[src/rtl/whack_a_mole_scorer.sv]
// rtl/whack_a_mole_scorer.sv - whack-a-mole hit/miss scoring with BCD score, high score and feedback flashes
module whack_a_mole_scorer #(
    parameter int CLK_FREQ_HZ  = 50_000_000,
    parameter int FLASH_MS     = 200,
    parameter int STREAK_BONUS = 5
) (
    input  logic        clk,
    input  logic        reset_n,
    input  logic        game_in_progress,
    input  logic        mole_clk,
    input  logic        whack_button_pressed,
    output logic [11:0] score_bcd,
    output logic [11:0] high_score_bcd,
    output logic [7:0]  misses,
    output logic [7:0]  streak,
    output logic        hit_flash,
    output logic        miss_flash
);

    localparam int TICK_DIV = (CLK_FREQ_HZ / 1000 > 1) ? CLK_FREQ_HZ / 1000 : 1;
    localparam int TICK_W   = (TICK_DIV > 1) ? $clog2(TICK_DIV) : 1;
    localparam int FLASH_W  = (FLASH_MS > 0) ? $clog2(FLASH_MS + 1) : 1;
    localparam int BONUS_AT = STREAK_BONUS - 1;

    typedef enum logic [1:0] {IDLE, DOWN, UP, HIT} state_t;

    state_t              state;
    state_t              state_nxt;
    logic                sync1;
    logic                sync2;
    logic                sync2_d;
    logic                whack;
    logic [TICK_W-1:0]   tick_cnt;
    logic                ms_tick;
    logic [FLASH_W-1:0]  flash_cnt;
    logic                game_start;
    logic                game_end;
    logic                hit_evt;
    logic                miss_evt;
    logic                bonus;

    // Per-digit BCD add that pins at 999 instead of wrapping.
    function automatic logic [11:0] bcd_add(input logic [11:0] v, input logic [1:0] inc);
        logic [4:0] u;
        logic [4:0] t;
        logic [4:0] h;
        u = {1'b0, v[3:0]} + {3'b000, inc};
        t = {1'b0, v[7:4]};
        h = {1'b0, v[11:8]};
        if (u > 5'd9) begin
            u = u - 5'd10;
            t = t + 5'd1;
        end
        if (t > 5'd9) begin
            t = t - 5'd10;
            h = h + 5'd1;
        end
        if (h > 5'd9) begin
            return 12'h999;
        end
        return {h[3:0], t[3:0], u[3:0]};
    endfunction

    always_ff @(posedge clk or negedge reset_n) begin
        if (!reset_n) begin
            sync1   <= 1'b0;
            sync2   <= 1'b0;
            sync2_d <= 1'b0;
        end else begin
            sync1   <= whack_button_pressed;
            sync2   <= sync1;
            sync2_d <= sync2;
        end
    end

    assign whack = sync2 & ~sync2_d;

    assign ms_tick = (tick_cnt == TICK_W'(TICK_DIV - 1));

    always_ff @(posedge clk or negedge reset_n) begin
        if (!reset_n) begin
            tick_cnt <= '0;
        end else if (ms_tick) begin
            tick_cnt <= '0;
        end else begin
            tick_cnt <= tick_cnt + TICK_W'(1);
        end
    end

    always_ff @(posedge clk or negedge reset_n) begin
        if (!reset_n) begin
            state <= IDLE;
        end else begin
            state <= state_nxt;
        end
    end

    always_comb begin
        state_nxt = state;
        case (state)
            IDLE: if (game_in_progress) state_nxt = mole_clk ? UP : DOWN;
            DOWN: begin
                if (!game_in_progress)        state_nxt = IDLE;
                else if (whack && mole_clk)   state_nxt = HIT;
                else if (!whack && mole_clk)  state_nxt = UP;
            end
            UP: begin
                if (!game_in_progress)        state_nxt = IDLE;
                else if (whack)               state_nxt = HIT;
                else if (!mole_clk)           state_nxt = DOWN;
            end
            HIT: begin
                if (!game_in_progress)        state_nxt = IDLE;
                else if (!mole_clk)           state_nxt = DOWN;
            end
            default: state_nxt = IDLE;
        endcase
    end

    // Leaving the game wins over any whack or mole change in the same cycle.
    always_comb begin
        game_start = 1'b0;
        game_end   = 1'b0;
        hit_evt    = 1'b0;
        miss_evt   = 1'b0;
        if (state == IDLE) begin
            game_start = game_in_progress;
        end else if (!game_in_progress) begin
            game_end = 1'b1;
        end else begin
            hit_evt  = whack && ((state == UP) || (state == DOWN && mole_clk));
            miss_evt = (state == DOWN && whack && !mole_clk) ||
                       (state == UP && !whack && !mole_clk);
        end
    end

    assign bonus = (int'(streak) >= BONUS_AT);

    always_ff @(posedge clk or negedge reset_n) begin
        if (!reset_n) begin
            score_bcd      <= '0;
            high_score_bcd <= '0;
            misses         <= '0;
            streak         <= '0;
        end else begin
            if (game_start) begin
                score_bcd <= '0;
                misses    <= '0;
                streak    <= '0;
            end else if (hit_evt) begin
                score_bcd <= bcd_add(score_bcd, bonus ? 2'd2 : 2'd1);
                streak    <= (streak == 8'hFF) ? streak : streak + 8'd1;
            end else if (miss_evt) begin
                misses    <= (misses == 8'hFF) ? misses : misses + 8'd1;
                streak    <= '0;
            end
            if (game_end && (score_bcd > high_score_bcd)) begin
                high_score_bcd <= score_bcd;
            end
        end
    end

    // The counter runs to zero and the flag drops on the following tick, giving FLASH_MS..FLASH_MS+1 ms.
    always_ff @(posedge clk or negedge reset_n) begin
        if (!reset_n) begin
            hit_flash  <= 1'b0;
            miss_flash <= 1'b0;
            flash_cnt  <= '0;
        end else if (hit_evt) begin
            hit_flash  <= 1'b1;
            miss_flash <= 1'b0;
            flash_cnt  <= FLASH_W'(FLASH_MS);
        end else if (miss_evt) begin
            hit_flash  <= 1'b0;
            miss_flash <= 1'b1;
            flash_cnt  <= FLASH_W'(FLASH_MS);
        end else if (ms_tick && (hit_flash || miss_flash)) begin
            if (flash_cnt == '0) begin
                hit_flash  <= 1'b0;
                miss_flash <= 1'b0;
            end else begin
                flash_cnt <= flash_cnt - FLASH_W'(1);
            end
        end
    end

endmodule

[config.mk]
export PLATFORM = sky130hd
export DESIGN_NAME = whack_a_mole_scorer
export DESIGN_NICKNAME = d
export VERILOG_FILES = /design/src/rtl/whack_a_mole_scorer.sv
export SDC_FILE = /design/constraint.sdc
export NUM_CORES = 1
export LEC_CHECK = 0
export ABC_AREA = 1
export CORE_ASPECT_RATIO = 2
export CORE_UTILIZATION = 40
export DETAILED_ROUTE_END_ITERATION = 10
export SETUP_SLACK_MARGIN = 0.3
export SYNTH_ARGS = -nofsm -noshare
export SYNTH_HDL_FRONTEND = slang
export SYNTH_SLANG_ARGS = --single-unit
[constraint.sdc]
create_clock -name clk -period 7.4 [get_ports clk]
set_input_delay 1.48 -clock clk [delete_from_list [all_inputs] [get_ports clk]]
set_output_delay 1.48 -clock clk [all_outputs]
set_load 0.02 [all_outputs]
## After elaboration in Yosys (flattened, before gate mapping)

Index checks and enable logic that the tools add are counted.

| operators by class | value |
|---|---|
| reduce and logical (&&, ||, !) cells | 27 |
| order comparisons | 5 |
| eq/ne operators | 12 |
| $add $sub $neg | 9 |
| muxes and demuxes | 52 |
| bitwise operators | 2 |

Operators with widths:

| kind | number |
|---|---|
| 2-to-1 mux 8 bit | 12 |
| 2-to-1 mux 12 bit | 4 |
| 2-to-1 mux 5 bit | 6 |
| 2-to-1 mux 2 bit | 10 |
| adder 16 x 1 -> 16 bit, second input constant | 1 |
| adder 8 x 1 -> 8 bit, second input constant | 2 |
| equality test 16 bit, second input constant | 1 |
| equality test 8 bit, second input constant | 2 |
| 2-to-1 mux 1 bit | 16 |
| 2-to-1 mux 16 bit | 1 |
| > comparator 5 x 4 -> 1 bit, second input constant | 3 |
| > comparator 12 bit | 1 |
| adder 4 x 1 -> 5 bit, second input constant | 2 |
| logical AND 1 bit | 10 |
| nonzero test 3 bit | 3 |
| greater-or-equal comparator 8 x 3 -> 1 bit, second input constant | 1 |
| logical NOT 8 bit | 1 |
| 2-to-1 mux 4 bit | 2 |
| one-hot mux 2 bit (4 select lines) | 1 |
| AND reduction 2 bit | 4 |
| subtractor 4 bit, second input constant | 2 |
| subtractor 8 x 1 -> 8 bit, second input constant | 1 |
| inequality test 2 bit, second input constant | 3 |
| inequality test 3 bit, second input constant | 2 |
| other kinds (11) | 16 |

| storage, ports and cells | value |
|---|---|
| register bits | 71 |
| logic and storage cells | 119 |
| output and inout bits | 42 |
| input port bits | 5 |

## Logic depth before layout (Yosys ltp)

| logic depth | value |
|---|---|
| word-level depth | 19 |
| gate-level depth with buffers | 23 |
| depth with buffers taken out | 23 |

## Least setup slack after synthesis

OpenSTA, ideal clock, no wires.

| path | value |
|---|---|
| path type | in2reg |
| start | in mole_clk |
| end | reg misses[7] |
| buffers on the path | 0 |
| slack | 4511 ps |
| library setup time | 77 ps |
| stages | 13 |
| arrival time | 2812 ps |
| data required time | 7323 ps |
| cell sequence | inv_1 nand2_1 a21oi_1 o21ai_0 nor2_1 nor2_1 inv_1 nand2_1 nor2_1 nand2_1 nor2_1 o21ai_0 a21oi_1 |

| on the way | value |
|---|---|
| longest elaborated chain between the ends | 7 |
| elaborated cells on any way between the ends | 14 |
| those cells by class | eq/ne (1); mux (4); reduce/logical (9) |

RTL lines:

| what | RTL line | text |
|---|---|---|
| start, declared | 10 | `input logic mole_clk,` |
| logical AND 1 bit / logical NOT 1 bit (equally long branches) | 131, 132, 133 |  |
| logical OR 1 bit, or another cell as far along | 131 | `hit_evt = whack && ((state == UP) \|\| (state == DOWN && mole_clk));` |
| logical AND 1 bit / logical OR 1 bit (equally long branches) | 131, 132 |  |
| 2-to-1 mux 1 bit | 128 | `end else if (!game_in_progress) begin` |
| 2-to-1 mux 1 bit | 126 | `if (state == IDLE) begin` |
| inequality test 2 bit (no line) / nonzero test 2 bit (equally long branches) | - |  |
| AND reduction 3 bit (no line) * | - |  |
| end signal, assigned | 154 | `misses <= (misses == 8'hFF) ? misses : misses + 8'd1;` |
| end, declared | 14 | `output logic [7:0] misses,` |

Mark *: on every way between the ends. The rest lies on a longest branch, timed or not.
A chain may end at the register's enable or synchronous reset.

## Worst setup path after layout

Ends and elaborated chain as after synthesis.

==> flow_summary.yaml <==
place:
  gp_congestion: 0.844
  placed_cells: 701
  placed_area_sq_mm: 0.00479
  portBuffers: 46
  place_hpwl_mm: 7.47
grt:
  grt_pass1_vias: 3731
  overflow: 0
  grt_max_degree: 72
  antenna_found_initial: 0
  track_usage: 0.199
  grt_pass1_wl_mm: 16.5
timing:
  slew_viol_final: 0
  rsz0062_at_grt: "false"
  slew_headroom: 0.364
  fin_crit_sh: 0.464
  worst-slew-pin-transition_ns: 0.952
  fin_crit_ns: 3.43
  skew_ns: 0.00649
  setup-violations-final: 0
  fmax_mhz: 291
  finalSetupTns_ns: 0
  finalHoldViolations: 0
routing:
  drc: 0
  drt_iter0_markers: 144
  routed_wl_mm: 9.66
  drtPass1Iterations: 6
  wl_per_cell_microns: 13.5
  drtAntennaViolNets: 0
  vias_per_cell: 5.10
  vias: 3650
cts:
  cts-buffers-inserted: 9
  post_cts_resized: 0
  cts_root_buf: "clkbuf_16"
  cts.sinks: 71
  clkTransAtPathRegs_ns: 0.05
  cts_htree_levels: 3
  worst_skew_pair.late_latency_ns: 0.33
  clk_path_buf_depth: 2
  post_cts_buffers: 0
  cts_tree: "done"
  cts_hold_buf: 0
logic_synthesis:
  synthTopCellsByCount: "nand2_1, inv_1, dfrtp_1, nor2_1, nand3_1"
  yosys_warnings: 0
  syn_area_sq_mm: 0.00419
  synth_edf_count: 0
  synth_most_common_cell: "nand2_1"
  synth-seq-cells: 71
  postSynthCellCount: 523
  synthArstFlopShare: 1.00
  synth.top_cell.area_share: 0.424
  synth_cell_types: 38
  synth.largest_area_cell: "dfrtp_1"
  yosys_most_used_dff: "dfrtp_1"
  seq_area_frac_synth: 0.424
  syn_nets: 553
  yosys-top-cells-area: "dfrtp_1, nand2_1, inv_1, ha_1, nand3_1"
  synth_area_per_cell_sq_um: 8.00
pwr:
  clkPwrFrac: 0.309
  power.density_mw_per_mm2: 252
  p_int_mw: 0.823
  comb_power_share: 0.309
  p_seq_frac: 0.382
  p_total_mw: 1.27
  p_sw_mw: 0.449
  cellLeakagePower_nw: 2.49
  irDropWorstVdd_uv: 147
  switching_share: 0.353
floorplan:
  die_w_microns: 74.3
  dieHeight_microns: 147
  core_sq_mm: 0.0101
  rows: 52
  die_area_sq_mm: 0.0109
  pin_count: 47
  start_util: 0.412
setup_path:
  path_common_cell: "nor2_1"
  slowest_stage: "clkdlybuf4s50_1"
  timing.rr.start: "streak[3]"
  path_delay_family: "simple AND/OR/NAND/NOR gates"
  cp_max_fo: 4
  path_buf_inv: 3
  worstReg2RegEnd: "score_bcd[10]"
  crit_chain: "clkdlybuf4s50_1 -> inv_1 -> nand2_1 -> a21oi_1 -> o21ai_0 -> nor2_1 -> nor2_1 -> inv_1 -> nand2_1 -> nor2_1 -> nand2_1 -> nor2_1 -> o21ai_0 -> a21oi_1"
  cp_num_cells: 14
  cp-endpoint: "misses[7]"
  cp.arrival_ns: 3.69
  worstSetupStartpointType: "primary input"
  cp.required_ns: 7.65
  criticalPathCategory: "primary input to flip-flop"
  r2r_cells: 20
  rrSetupSlack_ns: 4.19
  end_kind: "flip-flop"
  crit_start: "mole_clk"
  cp_slowest_stage_delay_ns: 0.44
cells_and_area:
  num_antenna_cells: 0
  syn_to_final_growth_pct: 20.8
  layout-drive-gt1-share: 0.0776
  regArea_sq_mm: 0.00178
  final_area_sq_mm: 0.00506
  multi_input_area_sq_mm: 0.00203
  nets: 607
  fill_cells: 1041
  stdcell_count: 715
min_path:
  min_path_cells: 0
  hold_class: "flip-flop to flip-flop"
job:
  cap_violations: 0
outcome:
  outcome: "finished clean"
cell usage in the layout, fill, tap and decap left out, types with 2 or more instances in the layout:
| cell type | instances |
|---|---|
| o21ai_2 | 4 |
| o22ai_1 | 2 |
| nand3_1 | 43 |
| nand4_1 | 11 |
| clkbuf_8 | 2 |
| o21bai_1 | 2 |
| a31oi_1 | 4 |
| a21oi_1 | 24 |
| xnor2_1 | 3 |
| nand4_4 | 2 |
| o41ai_1 | 2 |
| xor2_1 | 8 |
| clkbuf_1 | 2 |
| nand2_8 | 2 |
| ha_1 | 24 |
| clkbuf_16 | 9 |
| o21a_1 | 4 |
| inv_2 | 4 |
| nor2_1 | 47 |
| o21ai_1 | 2 |
| nand2_4 | 6 |
| clkdlybuf4s50_1 | 45 |
| nand2_1 | 101 |
| nor3_1 | 6 |
| inv_1 | 89 |
| nand2_2 | 10 |
| o21ai_0 | 36 |
| dfrtp_1 | 71 |
| nor4_1 | 2 |
routing by layer:
metal	up-vias	wire, microns	GRT usage
li1	1801	-	-
met1	1738	3550	0.198
met2	85	5530	0.373
met3	26	254	0.0393
met4	0	325	0.0981
met5	-	0	0
state kept, by name (all words and copies together) (netlist names), 2 cells and up:
signal and count:
flash_cnt 8, high_score_bcd 12, misses 8, score_bcd 12
state 2, streak 8, tick_cnt 16
through the flow:
stage / worst slack, ns / hold WS, ns / utilization
after floorplan: 4.51 / 0.331 / -
after global placement: 3.69 / 0.344 / 0.472
after detailed placement: 3.65 / 0.340 / 0.472
after CTS: 3.98 / 0.361 / 0.498
after global routing: 3.65 / 0.372 / 0.498
final: 3.97 / 0.358 / 0.498
how the worst min path moves through the flow:
stage / startpoint / to / slack, ns
floorplan: sync1 / sync2 / 0.33
global placement: sync1 / sync2 / 0.34
detailed placement: sync1 / sync2 / 0.34
CTS: sync1 / sync2 / 0.36
global route: sync1 / sync2 / 0.37
finish: sync1 / sync2 / 0.36
cell type report:
cell class / instances / share of cell area
clock buffers: 13 / 0.0515
clock inverters: 1 / 0.000990
inverters: 94 / 0.0703
multi-input cells: 354 / 0.401
flip-flops and latches: 71 / 0.351
well taps: 135 / 0.0334
repair buffers: 47 / 0.0915
power groups by stage:
stage | Clock, mW | Sequential (mW) | Combinational, mW
final | 0.393 | 0.486 | 0.394
after global placement | 0 | 0.493 | 0.392
after CTS | 0.402 | 0.487 | 0.400
after detailed placement | 0 | 0.493 | 0.397
after global routing | 0.419 | 0.495 | 0.444
after floorplan | 0 | 0.521 | 0.215
kinds of logic (layout without fill, tap and decap cells):
logic type / Yosys count / in the layout / share of synthesized area
compound gates: 86 / 86 / 0.120
fa+ha+maj: 25 / 25 / 0.0765
simple gates: 232 / 232 / 0.265
buf+inv: 98 / 155 / 0.0912
xor+xnor: 11 / 11 / 0.0230
flops: 71 / 71 / 0.424
No activity file was read; power rests on OpenSTA's default activity.
